<file path="config.mk">
export PLATFORM = sky130hd
export DESIGN_NAME = falafel_lsu_arbiter
export DESIGN_NICKNAME = d
export VERILOG_FILES = /design/src/rtl/falafel_lsu_arbiter.sv
export SDC_FILE = /design/constraint.sdc
export NUM_CORES = 1
export LEC_CHECK = 0
export ABC_CLOCK_PERIOD_IN_PS = 2420
export BUFFER_PORTS_ARGS = -buffer_cell sky130_fd_sc_hd__buf_4
export CELL_PAD_IN_SITES_DETAIL_PLACEMENT = 0
export CELL_PAD_IN_SITES_GLOBAL_PLACEMENT = 2
export CORE_AREA = 2 2 460 462
export DETAILED_ROUTE_END_ITERATION = 10
export DIE_AREA = 0 0 462 464
export GPL_TIMING_DRIVEN = 1
export MAX_ROUTING_LAYER = met4
export PLACE_DENSITY = 0.37
export SLEW_MARGIN = 20
export SYNTH_ARGS = -nofsm -noshare
export SYNTH_HDL_FRONTEND = slang
export SYNTH_SLANG_ARGS = --single-unit
</file>
<file path="constraint.sdc">
create_clock -name clk_i -period 2.42 [get_ports clk_i]
set_input_delay 0.121 -clock clk_i [delete_from_list [all_inputs] [get_ports clk_i]]
set_output_delay 0.121 -clock clk_i [all_outputs]
set_load 0.05 [all_outputs]
</file>
<file path="src/rtl/falafel_lsu_arbiter.sv">
// Purpose: serialises header LSU operations from NUM_REQ requesters and honours the free-list lock.
// Latency: grant -> lsu_req_o.val next cycle; rsp_o pulse one cycle after lsu_rsp_i.val; next grant one cycle later.
// Backpressure: one operation in flight; lsu_req_o held stable until lsu_req_rdy_i; requesters wait on req_rdy_o.

package falafel_lsu_pkg;

  typedef enum logic [2:0] {
    LSU_LOAD                    = 3'd0,
    LSU_EDIT_SIZE_AND_NEXT_ADDR = 3'd1,
    LSU_EDIT_NEXT_ADDR          = 3'd2,
    LSU_LOCK                    = 3'd3,
    LSU_UNLOCK                  = 3'd4
  } lsu_op_t;

  typedef struct packed {
    logic [63:0] addr;
    logic [63:0] size;
    logic [63:0] next_addr;
  } header_t;

  typedef struct packed {
    logic    val;
    lsu_op_t lsu_op;
    header_t header;
  } header_req_t;

  typedef struct packed {
    logic    val;
    header_t header;
  } header_rsp_t;

endpackage

module falafel_lsu_arbiter
  import falafel_lsu_pkg::*;
#(
  parameter int NUM_REQ = 2,
  parameter int IDX_W   = $clog2(NUM_REQ)
) (
  input  logic              clk_i,
  input  logic              rst_i,
  input  header_req_t       req_i     [NUM_REQ],
  output logic              req_rdy_o [NUM_REQ],
  output header_rsp_t       rsp_o     [NUM_REQ],
  output header_req_t       lsu_req_o,
  input  logic              lsu_req_rdy_i,
  input  header_rsp_t       lsu_rsp_i,
  output logic              lock_held_o,
  output logic [IDX_W-1:0]  lock_owner_o
);

  typedef enum logic [1:0] {
    IDLE     = 2'd0,
    ISSUE    = 2'd1,
    WAIT_RSP = 2'd2,
    RESP     = 2'd3
  } state_t;

  state_t           state_q, state_d;
  lsu_op_t          cur_op_q;
  header_t          cur_hdr_q;
  logic [IDX_W-1:0] cur_idx_q;
  header_t          rsp_hdr_q;
  logic             lock_held_q;
  logic [IDX_W-1:0] lock_owner_q;
  logic [IDX_W-1:0] rr_ptr_q;
  // Set during reset so the cycle right after reset also issues no grant.
  logic             rst_d_q;

  logic [NUM_REQ-1:0] cand;
  logic               gnt_vld;
  logic [IDX_W-1:0]   gnt_idx;
  logic               grant;
  logic               rsp_take;

  // Candidate set: every valid requester, or only the lock owner while the lock is held.
  always_comb begin
    cand = '0;
    for (int i = 0; i < NUM_REQ; i++) begin
      cand[i] = req_i[i].val && (!lock_held_q || (lock_owner_q == IDX_W'(i)));
    end
  end

  // Round-robin scan: first candidate at or after rr_ptr, wrapping modulo NUM_REQ.
  always_comb begin
    gnt_vld = 1'b0;
    gnt_idx = '0;
    for (int k = 0; k < NUM_REQ; k++) begin
      if (!gnt_vld && cand[IDX_W'((int'(rr_ptr_q) + k) % NUM_REQ)]) begin
        gnt_vld = 1'b1;
        gnt_idx = IDX_W'((int'(rr_ptr_q) + k) % NUM_REQ);
      end
    end
  end

  assign grant    = (state_q == IDLE) && gnt_vld && !rst_i && !rst_d_q;
  assign rsp_take = (state_q == WAIT_RSP) && lsu_rsp_i.val;

  // State register.
  always_ff @(posedge clk_i) begin
    if (rst_i) begin
      state_q <= IDLE;
    end else begin
      state_q <= state_d;
    end
  end

  // Next state and all handshake outputs; strobes are forced low while reset is asserted.
  always_comb begin
    state_d   = state_q;
    lsu_req_o = '{val: 1'b0, lsu_op: cur_op_q, header: cur_hdr_q};
    for (int i = 0; i < NUM_REQ; i++) begin
      req_rdy_o[i]    = grant && (gnt_idx == IDX_W'(i));
      rsp_o[i].val    = (state_q == RESP) && !rst_i && (cur_idx_q == IDX_W'(i));
      rsp_o[i].header = rsp_hdr_q;
    end
    case (state_q)
      IDLE: begin
        if (grant) state_d = ISSUE;
      end
      ISSUE: begin
        lsu_req_o.val = !rst_i;
        if (lsu_req_rdy_i) state_d = WAIT_RSP;
      end
      WAIT_RSP: begin
        if (lsu_rsp_i.val) state_d = RESP;
      end
      RESP: begin
        state_d = IDLE;
      end
      default: state_d = IDLE;
    endcase
  end

  // Latch the granted request, advance rr_ptr when unlocked, capture response and update the lock.
  always_ff @(posedge clk_i) begin
    if (rst_i) begin
      cur_op_q     <= LSU_LOAD;
      cur_hdr_q    <= '0;
      cur_idx_q    <= '0;
      rsp_hdr_q    <= '0;
      lock_held_q  <= 1'b0;
      lock_owner_q <= '0;
      rr_ptr_q     <= '0;
      rst_d_q      <= 1'b1;
    end else begin
      rst_d_q <= 1'b0;
      if (grant) begin
        cur_op_q  <= req_i[gnt_idx].lsu_op;
        cur_hdr_q <= req_i[gnt_idx].header;
        cur_idx_q <= gnt_idx;
        if (!lock_held_q) begin
          rr_ptr_q <= IDX_W'((int'(gnt_idx) + 1) % NUM_REQ);
        end
      end
      if (rsp_take) begin
        rsp_hdr_q <= lsu_rsp_i.header;
        if (cur_op_q == LSU_LOCK) begin
          lock_held_q  <= 1'b1;
          lock_owner_q <= cur_idx_q;
        end else if (cur_op_q == LSU_UNLOCK) begin
          lock_held_q  <= 1'b0;
        end
      end
    end
  end

  assign lock_held_o  = lock_held_q;
  assign lock_owner_o = lock_owner_q;

endmodule

</file>
==> results.md <==
- Syn_area_per_cell: 8.80 µm²
- HP Class: in -> reg
- Total core area: 209,000 µm²
- R2R Path Start: rr_ptr_q
- Synth Area in Adders: less than 1%
- Initial antenna violation count: 39
- Global-route wire length before repair: 181,000 µm
- Number of hold violations in the final report: 0
- Num CTS Buffers: 60
- Combinational Power Share: 38.1%
- WL/cell: between 20 and 25 µm
- Reg2Reg Depth: 6
- Max Fclk: 444 MHz
- CP most frequent cell: buf_4
- Net Count, Synth: 2,554
- Nets: ~4,100
- Max-slew violation count: 0
- Via/cell ratio: 3.16
- Drt pass-1 iters: 5
- Worst Path Arrival: 2.84 ns
- Warnings, synthesis: 0
- Final Skew: 0.0468 ns
- Final WL: 137,000 µm
- Largest family of logic cells by synthesized area: compound AO/OA/AOI/OAI gates
- Internal power: 16,400 µW
- Grt peak-use layer: met2
- Fillers: between 20,000 and 25,000
- Synth top area share: 45.7%
- PD cells: 745 nW/µm²
- #FFs+latches synth: 394
- Total GRT Usage: ~12%
- Switching portion of total power: between 30% and 40%
- Mux contribution to synthesized area: between 10% and 20%
- Post-synth EDFFs: 0
- CP required: 3.01 ns
- Area grow syn2layout: 110%
- Horiz. Die Dim: 462 µm
- Die area: 214,000 µm²
- Critical path origin: rr_ptr_q
- HPWL after DPL: 106,000 µm
- Psw: approximately 11,000 µW
- Worst-path cell chain: buf_12, buf_4, buf_4, mux2i_1, dlygate4sd3_1, a211oi_1
- Initial Util: under 10%
- Clk buf depth: 3
- Met3 track demand over resource: 4.79%
- Synth unique cells: 32
- Ys flop type: dfxtp_1
- Min Tclk post-route: 2.25 ns
- Measured slew at the worst slew-check pin: approximately 0.83 ns
- Most frequent cells in the layout: buf_4 (1,200), dlygate4sd3_1 (589), dfxtp_1 (393), a21oi_1 (390), nand2_1 (386)
- Post-route ant nets: 0
- DRC Markers: 0
- Outcome: completed
- RSZ-0062 raised after global routing: no
- Htree depth: 2
- CP endpoint: lsu_req_o[7]
- CTS tree: yes
- Synth area leaders: dfxtp_1 (46%), mux2i_1 (11%), a21oi_1 (11%), buf_4 (9.2%), a211oi_1 (8.5%)
- Gate Count Post-Synth: 1,962
- # rows: 168
- Max VDD drop: 0.595 mV
- CP endpoint kind: flop
- Final TNS setup: 0 ns
- 1st-iter DRT viols: just over 800
- Synthesized area: 17,300 µm²
- Commonest non-fill, non-tap cell in the layout: buf_4
- CTS root buf: clkbuf_16
- Met1 GRT Util: 12.7%
- CP Launch Type: flop
- Utilization after layout: 17.4%
- Sequential power share: 28.0%
- GPL Wtd Cong: 0.758
- Register area share after synthesis: ~46%
- Final Cycle Share: 93.1%
- Clk pwr share: between 30 and 40%
- Global route overflow: 0
- Worst flop-to-flop path endpoint: lsu_req_o[7]
- Post-Synth Simple-Gate Area: 9.09%
- Reg clk slew, reported paths: approximately 0.060 ns
- Leading area contributor after synthesis: dfxtp_1
- Largest net degree at the start of global routing: 166
- Slowest cell delay on critical path: 0.57 ns
- Number of global-route vias before repair: 21,037
- Via count of the routed design: 20,095
- Proportion of layout cells with a drive suffix above 1: 38.1%
- PortBufs: 1,172
- I/O Pins: about 1,200
- Max_cap viols: 0
- Worst setup path class: reg -> reg
- Met2 GRT Util: 22.5%
- Post-synthesis xor/xnor area fraction: 0%
- Cell leakage power: 0.0146 µW
- Skew-Pair Late Insertion Delay: 0.71 ns
- Final setup viols: 0
- Register-to-register setup slack: 0.17 ns
- Slew headroom: 45.0%
- Die height: approximately 460 µm
- Compound-Gate Fraction of Synth Area: about a fifth
- Crit-path max FO: 21
- CTS Sinks: around 400
- Asr flop ratio synth: 0%
- Crit-path slowest cell: dlygate4sd3_1
-- synthesized netlist by cell type, types with 2 or more instances --
| cell | n |
|---|---|
| dfxtp_1 | 394 |
| mux2i_1 | 196 |
| inv_1 | 4 |
| clkbuf_1 | 74 |
| ha_1 | 4 |
| buf_6 | 3 |
| a211oi_1 | 195 |
| o21ai_0 | 2 |
| buf_2 | 70 |
| buf_1 | 7 |
| nand2_1 | 388 |
| buf_4 | 211 |
| nor3b_1 | 2 |
| a21oi_1 | 390 |
| nor2b_1 | 3 |
| o31ai_1 | 2 |
| and3_1 | 2 |
-- worst min path at each step --
stage | startpoint | endpoint | slack, ns | depth (start not counted)
5_1_grt | lsu_rsp_i[48] | rsp_o[48] | 0.16 | 4
3_5_place_dp | lsu_rsp_i[99] | rsp_o[99] | 0.38 | 3
6_report | req_i[310] | lsu_req_o[114] | 0.19 | 4
3_3_place_gp | lsu_rsp_i[165] | rsp_o[165] | 0.37 | 3
4_1_cts | lsu_rsp_i[48] | rsp_o[48] | 0.1 | 4
2_1_floorplan | rst_i | rst_d_q | 0.15 | 0
-- layout make-up --
cell class	count	area, µm²	area share [%]
Timing Repair Buffer	1825	15600	43.1
Sequential cell	394	7890	21.7
Multi-Input combinational cell	1199	7150	19.7
Tap cell	2805	3510	9.67
Clock buffer	94	1800	4.96
Clock inverter	19	216	0.596
Antenna cell	29	72.6	0.200
Inverter	4	15.0	0.0414
-- power by group through the flow --
stage	sequential [µW]	combinational, µW	clock [µW]
floorplan	9470	3450	0
global placement	7710	9030	0
detailed placement	7720	9000	0
CTS	7590	10600	9760
global route	7660	11000	9880
finish	7570	10300	9170
-- sequential cells by signal, indices dropped and copies added (netlist names) --
| register | count |
|---|---|
| cur_idx_q | 1 |
| cur_op_q | 3 |
| lock_held_o | 1 |
| lock_owner_o | 1 |
| lsu_req_o | 192 |
| rr_ptr_q | 1 |
| rsp_o | 192 |
| rst_d_q | 1 |
| state_q | 2 |
-- worst max-delay path: cells and delay by family, from the launching register on --
kind                   cells  cell delay (ns)
AO/OA/AOI/OAI              1             0.29
buffers and inverters      4             1.31
flip-flops                 1             0.39
multiplexers               1             0.11
-- stage by stage --
stage | power [µW] | setup WS [ns] | instances | hold WS [ns] | area (µm²)
floorplan | 12900 | 0.437 | 1962 | 0.149 | 17300
global placement | 16700 | 0.301 | 5631 | 0.370 | 28100
detailed placement | 16700 | 0.310 | 5631 | 0.378 | 28100
CTS | 27900 | 0.0214 | 6339 | 0.0996 | 36200
global route | 28500 | 0.00696 | 6369 | 0.164 | 36300
finish | 27000 | 0.166 | 6369 | 0.193 | 36300
-- layer usage --
metal / vias to the layer above / share of wire (%)
met5: - / 0
met4: 0 / 1.6
met3: 121 / 9.4
met2: 804 / 52
met1: 9424 / 37
li1: 9746 / -
-- cells by family (layout without fill, tap and decap cells) --
family,Yosys count,after routing
buf+inv,369,1942
simple gates,404,404
mux,196,196
other cells,0,29
compound gates,595,595
flops,394,394
fa+ha+maj,4,4
-- what timing repair did --
action                                  CTS  global route
buffers inserted                          4             0
cloned                                    2             1
endpoints found under the setup margin    2            16
hold endpoints to repair                392             0
hold buffers                            589             0
resized for setup                         9             4
pin swaps                                 2             0
No activity file was read; power rests on OpenSTA's default activity.
